==> config.mk <==
export PLATFORM = sky130hd
export DESIGN_NAME = boot_selector_flat
export DESIGN_NICKNAME = d
export VERILOG_FILES = /design/src/rtl/boot_selector_if.sv /design/src/rtl/boot_selector.sv /design/src/flat_wrapper.sv
export SDC_FILE = /design/constraint.sdc
export NUM_CORES = 1
export LEC_CHECK = 0
export BUFFER_PORTS_ARGS = -buffer_cell sky130_fd_sc_hd__buf_2
export CAP_MARGIN = 20
export CORE_UTILIZATION = 31
export CTS_BUF_LIST = sky130_fd_sc_hd__clkbuf_16
export DETAILED_ROUTE_END_ITERATION = 10
export PLACE_DENSITY = 0.46
export SLEW_MARGIN = 10
export SYNTH_ARGS = -nofsm -noshare
export SYNTH_HDL_FRONTEND = slang
export SYNTH_SLANG_ARGS = --single-unit
export TNS_END_PERCENT = 1
==> constraint.sdc <==
create_clock -name clk -period 2.9 [get_ports clk]
set_input_delay 0.29 -clock clk [delete_from_list [all_inputs] [get_ports clk]]
set_output_delay 0.29 -clock clk [all_outputs]
set_load 0.01 [all_outputs]
==> src/rtl/boot_selector_if.sv <==
// Boot selector signal bundle: button inputs, pre-boot hook handshake and boot outputs.
// state_dbg mirrors the FSM state so checkers can bind to it without reaching into the design.
interface boot_selector_if;
  logic       btn_val;
  logic       btn_fall;
  logic       hook_go;
  logic       hook_rdy;
  logic       boot_req;
  logic [1:0] boot_sel;
  logic       sel_active;
  logic       led;
  logic [2:0] state_dbg;

  // hook_go/hook_rdy is a request/complete pair, not valid/ready: hook_go is a one-cycle
  // start pulse and hook_rdy (level or pulse) is honoured only while the FSM waits in HOOK.
  modport master (
    output btn_val, btn_fall, hook_rdy,
    input  hook_go, boot_req, boot_sel, sel_active, led, state_dbg
  );

  modport slave (
    input  btn_val, btn_fall, hook_rdy,
    output hook_go, boot_req, boot_sel, sel_active, led, state_dbg
  );
endinterface

==> src/rtl/boot_selector.sv <==
// Boot image selector: a held button at power-up enters a timed selection menu,
// otherwise the default image boots after the pre-boot hook completes.
module boot_selector #(
  parameter int N_IMG         = 4,
  parameter int IMG_DEFAULT   = 2,
  parameter int IMG_SEL_START = 1,
  parameter int SKIP_IMG      = 0,
  parameter int TMR_W         = 24,
  parameter int TIMEOUT_BIT   = 23,
  parameter int REARM_BIT     = 17,
  parameter int LED_BIT       = 21
) (
  input logic            clk,
  input logic            rst,
  boot_selector_if.slave bus
);

  typedef enum logic [2:0] {
    ST_START    = 3'd0,
    ST_WAIT     = 3'd1,
    ST_SEL      = 3'd2,
    ST_SEL_WAIT = 3'd3,
    ST_HOOK     = 3'd4,
    ST_BOOT     = 3'd5
  } state_t;

  localparam logic [1:0] SEL_LAST  = 2'(N_IMG - 1);
  localparam logic [1:0] SEL_DEF   = 2'(IMG_DEFAULT);
  localparam logic [1:0] SEL_FIRST = 2'(IMG_SEL_START);
  localparam logic [1:0] SEL_SKIP  = 2'(SKIP_IMG);

  state_t           state;
  logic [TMR_W-1:0] timer;
  logic [1:0]       boot_sel;
  logic             skip;
  logic             boot_req;
  logic             tick;
  logic             enter_hook;

  // SEL_WAIT uses the short re-arm period so a new press is accepted soon after release.
  assign tick = (state == ST_SEL_WAIT) ? timer[REARM_BIT] : timer[TIMEOUT_BIT];

  assign enter_hook = ((state == ST_START) && bus.btn_val) ||
                      ((state == ST_SEL) && tick && !bus.btn_fall && !skip);

  // Gated by rst so a reset asserted while the entry condition holds cannot emit a pulse.
  assign bus.hook_go    = enter_hook && !rst;
  assign bus.boot_req   = boot_req;
  assign bus.boot_sel   = boot_sel;
  assign bus.state_dbg  = state;
  assign bus.sel_active = (state == ST_WAIT) || (state == ST_SEL) || (state == ST_SEL_WAIT);
  assign bus.led        = (state == ST_WAIT) || (state == ST_SEL_WAIT) ||
                          ((state == ST_SEL) && timer[LED_BIT]);

  always_ff @(posedge clk or posedge rst) begin
    if (rst) begin
      state    <= ST_START;
      timer    <= '0;
      boot_sel <= SEL_DEF;
      skip     <= 1'b0;
      boot_req <= 1'b0;
    end else begin
      // A held button keeps the timer at zero, postponing any timeout.
      timer    <= (!bus.btn_val || tick) ? '0 : timer + TMR_W'(1);
      boot_req <= (state == ST_BOOT);
      case (state)
        ST_START: state <= bus.btn_val ? ST_HOOK : ST_WAIT;
        ST_WAIT: begin
          boot_sel <= SEL_FIRST;
          if (bus.btn_val) state <= ST_SEL_WAIT;
        end
        ST_SEL_WAIT: if (tick) state <= ST_SEL;
        ST_SEL: begin
          if (bus.btn_fall) begin
            if (boot_sel == SEL_SKIP) skip <= 1'b1;
            boot_sel <= (boot_sel == SEL_LAST) ? 2'd0 : boot_sel + 2'd1;
            state    <= ST_SEL_WAIT;
          end else if (tick) begin
            state <= skip ? ST_BOOT : ST_HOOK;
          end
        end
        ST_HOOK: if (bus.hook_rdy) state <= ST_BOOT;
        ST_BOOT: state <= ST_BOOT;
        default: state <= ST_START;
      endcase
    end
  end

endmodule

==> src/flat_wrapper.sv <==
// flat-port wrapper written by rule: the top's interface ports become plain ports
module boot_selector_flat 
#(
  parameter int N_IMG         = 4,
  parameter int IMG_DEFAULT   = 2,
  parameter int IMG_SEL_START = 1,
  parameter int SKIP_IMG      = 0,
  parameter int TMR_W         = 24,
  parameter int TIMEOUT_BIT   = 23,
  parameter int REARM_BIT     = 17,
  parameter int LED_BIT       = 21
)
  (clk, rst, bus_btn_val, bus_btn_fall, bus_hook_rdy, bus_hook_go, bus_boot_req, bus_boot_sel, bus_sel_active, bus_led, bus_state_dbg);
  boot_selector_if bus_i ();
  input logic clk;
  input logic rst;
  input wire logic [$bits(bus_i.btn_val)-1:0] bus_btn_val;
  input wire logic [$bits(bus_i.btn_fall)-1:0] bus_btn_fall;
  input wire logic [$bits(bus_i.hook_rdy)-1:0] bus_hook_rdy;
  output wire logic [$bits(bus_i.hook_go)-1:0] bus_hook_go;
  output wire logic [$bits(bus_i.boot_req)-1:0] bus_boot_req;
  output wire logic [$bits(bus_i.boot_sel)-1:0] bus_boot_sel;
  output wire logic [$bits(bus_i.sel_active)-1:0] bus_sel_active;
  output wire logic [$bits(bus_i.led)-1:0] bus_led;
  output wire logic [$bits(bus_i.state_dbg)-1:0] bus_state_dbg;
  assign bus_i.btn_val = bus_btn_val;
  assign bus_i.btn_fall = bus_btn_fall;
  assign bus_i.hook_rdy = bus_hook_rdy;
  assign bus_hook_go = bus_i.hook_go;
  assign bus_boot_req = bus_i.boot_req;
  assign bus_boot_sel = bus_i.boot_sel;
  assign bus_sel_active = bus_i.sel_active;
  assign bus_led = bus_i.led;
  assign bus_state_dbg = bus_i.state_dbg;
  boot_selector #(.N_IMG(N_IMG), .IMG_DEFAULT(IMG_DEFAULT), .IMG_SEL_START(IMG_SEL_START), .SKIP_IMG(SKIP_IMG), .TMR_W(TMR_W), .TIMEOUT_BIT(TIMEOUT_BIT), .REARM_BIT(REARM_BIT), .LED_BIT(LED_BIT)) u_core (.clk(clk), .rst(rst), .bus(bus_i));
endmodule
==> flow_summary_export.csv, run 1 <==
group,metric,value,unit
placed_design,routabilityCongestion,0.806,
drt,drc,0,
floorplanning,ios,14,
worst_setup_path,cp_data_arrival_time,2.25,ns
yosys,ys_seq_area_share,47.8,%
yosys,synth_compound_area_share,13.9,%
sta,hold_slack,0.122,ns
drt,avgViaCountPerCell,5.03,
drt,via_count,1304,
sta,drv_slew,0,
yosys,ys_seq_elements,31,
sta,timing.final.crit_share,71.8,%
drt,firstDrtPassIters,4,
yosys,synth_cells,175,
drt,dr_wl_met3,108,µm
yosys,synth-simple-area-share,25.5,%
yosys,syn_avg_cell_area,9.28,µm²
drt,drt.antenna.violating_nets,0,
drt,top_layer,"met4",
yosys,async_flop_share,100,%
sta,tightest_slew,0.886,ns
worst_setup_path,cp_max_fo,7,
sta,hold_viol_final,0,
finish,postLayoutCoreUtil,38.9,%
worst_setup_path,r2r_cells,5,
worst_setup_path,reg2reg_from,"u_core.timer[0]",
power,powerDensity,603,mW/mm²
sta,maxClockFrequency,0.480,GHz
drt,routed_wl,3.52,mm
clock_network,numCtsBuffers,5,
clock_network,cts_resized,0,
drt,dr_wl_met2,1.63,mm
finish,final_common_cell,"dfrtp_1",
yosys,synth_warnings,0,
drt,dr.first_iter.drc_count,39,
worst_setup_path,reg2reg_to,"u_core.timer[18]",
finish,drive_above_1_share,14.1,%
yosys,synth_top_family_by_area,"simple AND/OR/NAND/NOR gates",
clock_network,cts_setup_buffers,0,
worst_setup_path,cp-start-kind,"flop",
clock_network,holdBufCountCts,0,
clock_network,cts_root_buf,"clkbuf_16",
worst_setup_path,worstPathRequired,3.07,ns
global_route,grt_pass1_wl,6.01,mm
global_route,antenna_found_initial,0,
finish,final_cell_mix,"30 x dfrtp_1, 21 x nor2_1, 14 x a21oi_1",
finish,fin_nets,199,
yosys,synth_xor_area_share,5.93,%
sta,slew_headroom,40.8,%
sta,fin_skew,0.00676,ns
yosys,synthFlopType,"dfrtp_1",
sta,finalSetupViolCount,0,
floorplanning,die_w,74.4,µm
power,peakVddDrop,218,µV
placed_design,port_buffers,13,
yosys,synth_edf_count,0,
placed_design,dp_hpwl,2.48,mm
clock_network,clk_path_buf_depth,2,
clock_network,clk_pin_slew,0.05,ns
finish,syn_to_final_growth,16.9,%
finish,num_antenna_cells,0,
clock_network,clock_sinks,31,
clock_network,cts_tree,"built",
outcome,status,"finished, final reports clean",
worst_setup_path,criticalPathCategory,"reg2reg",
yosys,syn_area,0.00162,mm²
sta,fin_crit,2.08,ns
worst_setup_path,endpoint_kind,"flop",
clock_network,htreeDepth,2,
worst_setup_path,r2r_slack,0.82,ns
yosys,synth.distinct_cells,40,
yosys,synthAdderAreaFrac,2.31,%
drt,routedWlPerCell,13.6,µm
floorplanning,rows,25,
clock_network,insertion_delay,0.27,ns
yosys,muxShareOfSynthArea,1.23,%
global_route,grt_pass1_vias,1311,
floorplanning,chipHeight,74.4,µm
floorplanning,core_area,0.00488,mm²
global_route,overflow,0,
sta,setup_tns,0,ns
yosys,synthesis.nets,183,
drt,wl_met1,1.72,mm
power,power_leakage,0.000776,µW
sta,grt_setup_unrepaired,"false",
floorplanning,initial_core_util,33.3,%
floorplanning,die_area,0.00553,mm²
global_route,grt_max_degree,25,
job,maxCapViolCount,0,
min_path,holdCritPathClass,"in2async",
global_route,grt_usage,14.7,%
[worst max path at each step]
stage	startpoint	to	depth (start not counted)
finish	u_core.timer[0]	u_core.timer[18]	5
global route	u_core.timer[0]	u_core.timer[18]	5
CTS	u_core.timer[0]	u_core.timer[18]	5
detailed placement	u_core.timer[0]	u_core.timer[18]	5
global placement	u_core.timer[0]	u_core.timer[18]	5
floorplan	u_core.timer[0]	u_core.timer[18]	5
[cells in the mapped netlist, types with 2 or more instances]
library cell  number  area share (%)
nor4_1             5             1.9
xnor2_1            8             4.3
xor2_1             3             1.6
nand4_1            7             2.7
clkbuf_1           5             1.2
o21ai_0           12             3.7
and3_1             2            0.77
or4_4              2             1.4
a211oi_1           2            0.92
ha_1               3             2.3
or3_2              2            0.92
nor3_1             3            0.92
mux2i_1            2             1.2
or3_1              6             2.3
nor2_1            21             4.9
nand2_1           11             2.5
nand3_1            7             2.2
a21oi_1           14             4.3
inv_1              9             2.1
dfrtp_1           30              46
or4_1              2            0.92
[layer usage]
metal / GRT usage, % / up-vias
met5: 0 / -
met2: 24.4 / 19
met3: 3.25 / 5
met1: 17.9 / 615
met4: 7.13 / 0
li1: - / 665
[flip-flops by register name, summed over array words and instances (netlist names)]
| signal | flops |
|---|---|
| u_core.timer | 24 |
| u_core.bus.state_dbg | 3 |
| u_core.bus.boot_sel | 2 |
| u_core.bus.boot_req | 1 |
| u_core.skip | 1 |
[worst max-delay path, cell delays in order (launching register included)]
cell and delay (ns):
dfrtp_1 0.43, ha_1 0.24, nand4_2 0.19, or4_4 0.61, or3_1 0.33, a21oi_1 0.18
[stage by stage]
step	area [µm²]	power [µW]	std cells	setup slack, ns
floorplan	1620	617	175	1.06
global placement	1760	668	251	0.936
detailed placement	1760	677	251	0.873
CTS	1900	1160	259	0.817
global route	1900	1210	259	0.711
finish	1900	1140	259	0.818
[kinds of logic after synthesis]
group                      after synthesis
and+or+nand+nor                         76
DFF                                     31
buffers and inverters                   14
AOI/OAI and AO/OA                       38
adders and majority gates                3
xor gates and xnor gates                11
muxes                                    2
[power by group]
group          switching [µW]  internal [µW]  leakage, µW
logic                    89.3           67.6     0.000292
registers                43.5            467     0.000413
clock network             170            308    0.0000701
total                     302            842     0.000776
[cell type report]
class / instances / area (µm²)
clock buffer: 5 / 125
clock inverter: 3 / 11.3
fill: 504 / 2980
inverter: 9 / 33.8
multi-input combinational: 130 / 795
sequential: 31 / 777
tap: 67 / 83.8
timing repair buffer: 14 / 72.6
Note: power is estimated with default switching activity, not from simulation.
==> run 2: changes to the inputs <==
--- a/config.mk
+++ b/config.mk
@@ -5,12 +5,13 @@
 export SDC_FILE = /design/constraint.sdc
 export NUM_CORES = 1
 export LEC_CHECK = 0
+export ABC_AREA = 1
 export BUFFER_PORTS_ARGS = -buffer_cell sky130_fd_sc_hd__buf_2
 export CAP_MARGIN = 20
 export CORE_UTILIZATION = 31
 export CTS_BUF_LIST = sky130_fd_sc_hd__clkbuf_16
 export DETAILED_ROUTE_END_ITERATION = 10
-export PLACE_DENSITY = 0.46
+export PLACE_DENSITY = 0.47
 export SLEW_MARGIN = 10
 export SYNTH_ARGS = -nofsm -noshare
 export SYNTH_HDL_FRONTEND = slang
==> constraint.sdc (replaced) <==
create_clock -name clk -period 1.9 [get_ports clk]
set_input_delay 0.19 -clock clk [delete_from_list [all_inputs] [get_ports clk]]
set_output_delay 0.19 -clock clk [all_outputs]
set_load 0.01 [all_outputs]
==> flow_summary_export.csv, run 2 <==
group,metric,value,unit
yosys,synth_top_family_by_area,"simple AND/OR/NAND/NOR gates",
power,p_sw,864,µW
worst_setup_path,cp-start-kind,"flop",
min_path,holdCritPathClass,"in2async",
yosys,synth_compound_area_share,6.65,%
floorplanning,rows,27,
clock_network,clk_pin_slew,0.05,ns
floorplanning,die_area,0.00626,mm²
sta,setup_tns,0,ns
power,cell_internal_pwr,1460,µW
finish,drive_above_1_share,15.6,%
global_route,met2_usage,20.6,%
placed_design,dp_hpwl,2.94,mm
finish,fin_nets,269,
drt,avgViaCountPerCell,4.54,
finish,final_cell_mix,"61 x nand2_1, 52 x nor2_1, 28 x dfrtp_1",
worst_setup_path,cp_data_arrival_time,1.55,ns
placed_design,routabilityCongestion,0.800,
sta,hold_viol_final,0,
floorplanning,initial_core_util,32.9,%
outcome,status,"finished, final reports clean",
global_route,overflow,0,
drt,drt.antenna.violating_nets,0,
worst_setup_path,reg2reg_from,"u_core.timer[0]",
yosys,synthTopCellsByCount,"61 x nand2_1, 52 x nor2_1, 30 x dfrtp_1",
clock_network,clk_path_buf_depth,2,
sta,worst_slack,0.161,ns
floorplanning,core_area,0.00561,mm²
floorplanning,chipHeight,79.1,µm
yosys,ys_seq_area_share,42.2,%
finish,nFillCells,615,
finish,num_antenna_cells,0,
clock_network,holdBufCountCts,0,
yosys,synthesis.nets,249,
finish,largest_reg_flops,24,
yosys,synth_cells,241,
yosys,synthAdderAreaFrac,2.04,%
sta,maxClockFrequency,0.575,GHz
worst_setup_path,cp-startpoint,"u_core.bus.state_dbg[1]",
global_route,antenna_found_initial,0,
sta,timing.final.crit_share,91.5,%
clock_network,numCtsBuffers,5,
power,powerDensity,1100,mW/mm²
finish,multi_input_area,942,µm²
sta,finalSetupViolCount,0,
yosys,syn_area,0.00184,mm²
power,combPwrFrac,31.9,%
drt,routed_wl,3.91,mm
worst_setup_path,cp_max_fo,7,
yosys,ys_seq_elements,31,
yosys,synth-simple-area-share,39.1,%
yosys,syn_avg_cell_area,7.65,µm²
worst_setup_path,worstPathRequired,1.71,ns
floorplanning,ios,14,
finish,final_common_cell,"nand2_1",
clock_network,insertion_delay,0.27,ns
power,power_leakage,0.000908,µW
job,maxCapViolCount,0,
placed_design,postPlaceCellArea,0.00199,mm²
yosys,synth_top_cells_by_area,"dfrtp_1 41%, nand2_1 12%, nor2_1 11%, inv_1 5.1%, nor2_4 4.3%",
power,seq_power_share,36.2,%
clock_network,cts_tree,"built",
finish,seqCellArea,779,µm²
power,power_switching_share,37.1,%
clock_network,cts_resized,0,
sta,tightest_slew,0.414,ns
sta,grt_setup_unrepaired,"false",
placed_design,post-place-ws,0.378,ns
floorplanning,die_w,79.1,µm
global_route,grt_use_met3,4.14,%
global_route,busiest_layer,"met1",
drt,firstDrtPassIters,4,
sta,drv_slew,0,
global_route,use_met1,21.1,%
yosys,synth.distinct_cells,31,
clock_network,clock_sinks,31,
global_route,grt_pass1_vias,1456,
power,p_clk_share,31.9,%
power,peakVddDrop,463,µV
drt,drc,0,
worst_setup_path,endpoint_kind,"output port",
yosys,async_flop_share,100,%
yosys,synthFlopType,"dfrtp_1",
clock_network,htreeDepth,2,
yosys,muxShareOfSynthArea,0,%
yosys,synth_xor_area_share,3.33,%
drt,dr.first_iter.drc_count,63,
clock_network,cts_setup_buffers,0,
finish,finalInstanceArea,0.00212,mm²
global_route,grt_usage,14.7,%
finish,max_flop_register,"u_core.timer",
global_route,grt_max_degree,32,
drt,via_count,1515,
yosys,synth_edf_count,0,
sta,fin_skew,0.00234,ns
sta,fin_crit,1.74,ns
yosys,synth_warnings,0,
finish,syn_to_final_growth,15.3,%
drt,routedWlPerCell,11.7,µm
sta,slew_headroom,72.4,%
global_route,grt_pass1_wl,6.91,mm
clock_network,cts_root_buf,"clkbuf_16",
yosys,synth.top_cell.area_share,40.7,%
placed_design,port_buffers,13,
yosys,yosysTopAreaCell,"dfrtp_1",
worst_setup_path,criticalPathCategory,"reg2out",
yosys,yosysMostFrequentCell,"nand2_1",
## run 2: cell count changes after synthesis, moves of 4 or more
cell,delta
clkbuf_1,-5
nor2_1,+31
nor2_2,+4
nand2_1,+50
nor2_4,+7
nor4_1,-5
inv_1,+16
xnor2_1,-4
or3_1,-6
nand4_1,-4
a21oi_1,-8
## run 2: path summary, 6_finish.rpt
| kind | end | slack, ns | cells after the start |
|---|---|---|---|
| max in group asynchronous | u_core.bus.boot_sel[1] | 1.57 | 3 |
| setup / recovery | bus_hook_go | 0.16 | 7 |
| setup reg to reg | u_core.timer[10] | 0.41 | 6 |
| hold reg to reg | u_core.timer[0] | 0.46 | 1 |
| min in group clk | u_core.skip | 0.22 | 3 |
| hold / removal | u_core.bus.boot_req | 0.007 | 3 |
## run 2: through the flow
| step | instances | util, % | total power, µW | hold WS, ns |
|---|---|---|---|---|
| finish | 334 | 37.9 | 2330 | 0.00719 |
| global route | 334 | 37.9 | 2510 | 0.0551 |
| CTS | 334 | 37.8 | 2360 | 0.0218 |
| detailed placement | 326 | 35.4 | 1600 | 0.317 |
| global placement | 326 | 35.4 | 1620 | 0.318 |
| floorplan | 241 | - | 1410 | 0.293 |
## run 2: power groups by stage
stage | clock (µW) | sequential [µW] | combinational, µW
floorplan | 0 | 860 | 555
global placement | 0 | 850 | 766
detailed placement | 0 | 850 | 749
CTS | 768 | 838 | 752
global route | 795 | 853 | 859
finish | 743 | 842 | 743
## run 2: final cells by class
| class | instances | share of cell area [%] |
|---|---|---|
| Multi-Input combinational cell | 182 | 44.3 |
| Sequential cell | 31 | 36.7 |
| Clock buffer | 5 | 5.89 |
| Inverter | 27 | 4.89 |
| Tap cell | 72 | 4.24 |
| Timing Repair Buffer | 14 | 3.42 |
| Clock inverter | 3 | 0.530 |
## run 2: critical path: stages (launching register included)
cell and delay [ns]:
dfrtp_2 0.43, inv_2 0.09, nor2_8 0.12, nand2_1 0.11
nor2_1 0.15, nand4_1 0.10, a21oi_1 0.13, buf_2 0.14
## run 2: logic make-up (layout without fill, tap and decap cells)
family	Yosys count	after routing
buffers and inverters	28	49
adders and majority gates	3	3
AOI/OAI and AO/OA	22	22
and+or+nand+nor	150	150
xor gates and xnor gates	7	7
DFF	31	31
## run 2: routing by layer
| metal | part of all wire (%) | vias to the layer above |
|---|---|---|
| li1 | - | 806 |
| met5 | 0 | - |
| met3 | 2.6 | 7 |
| met2 | 41 | 12 |
| met1 | 54 | 690 |
| met4 | 1.6 | 0 |
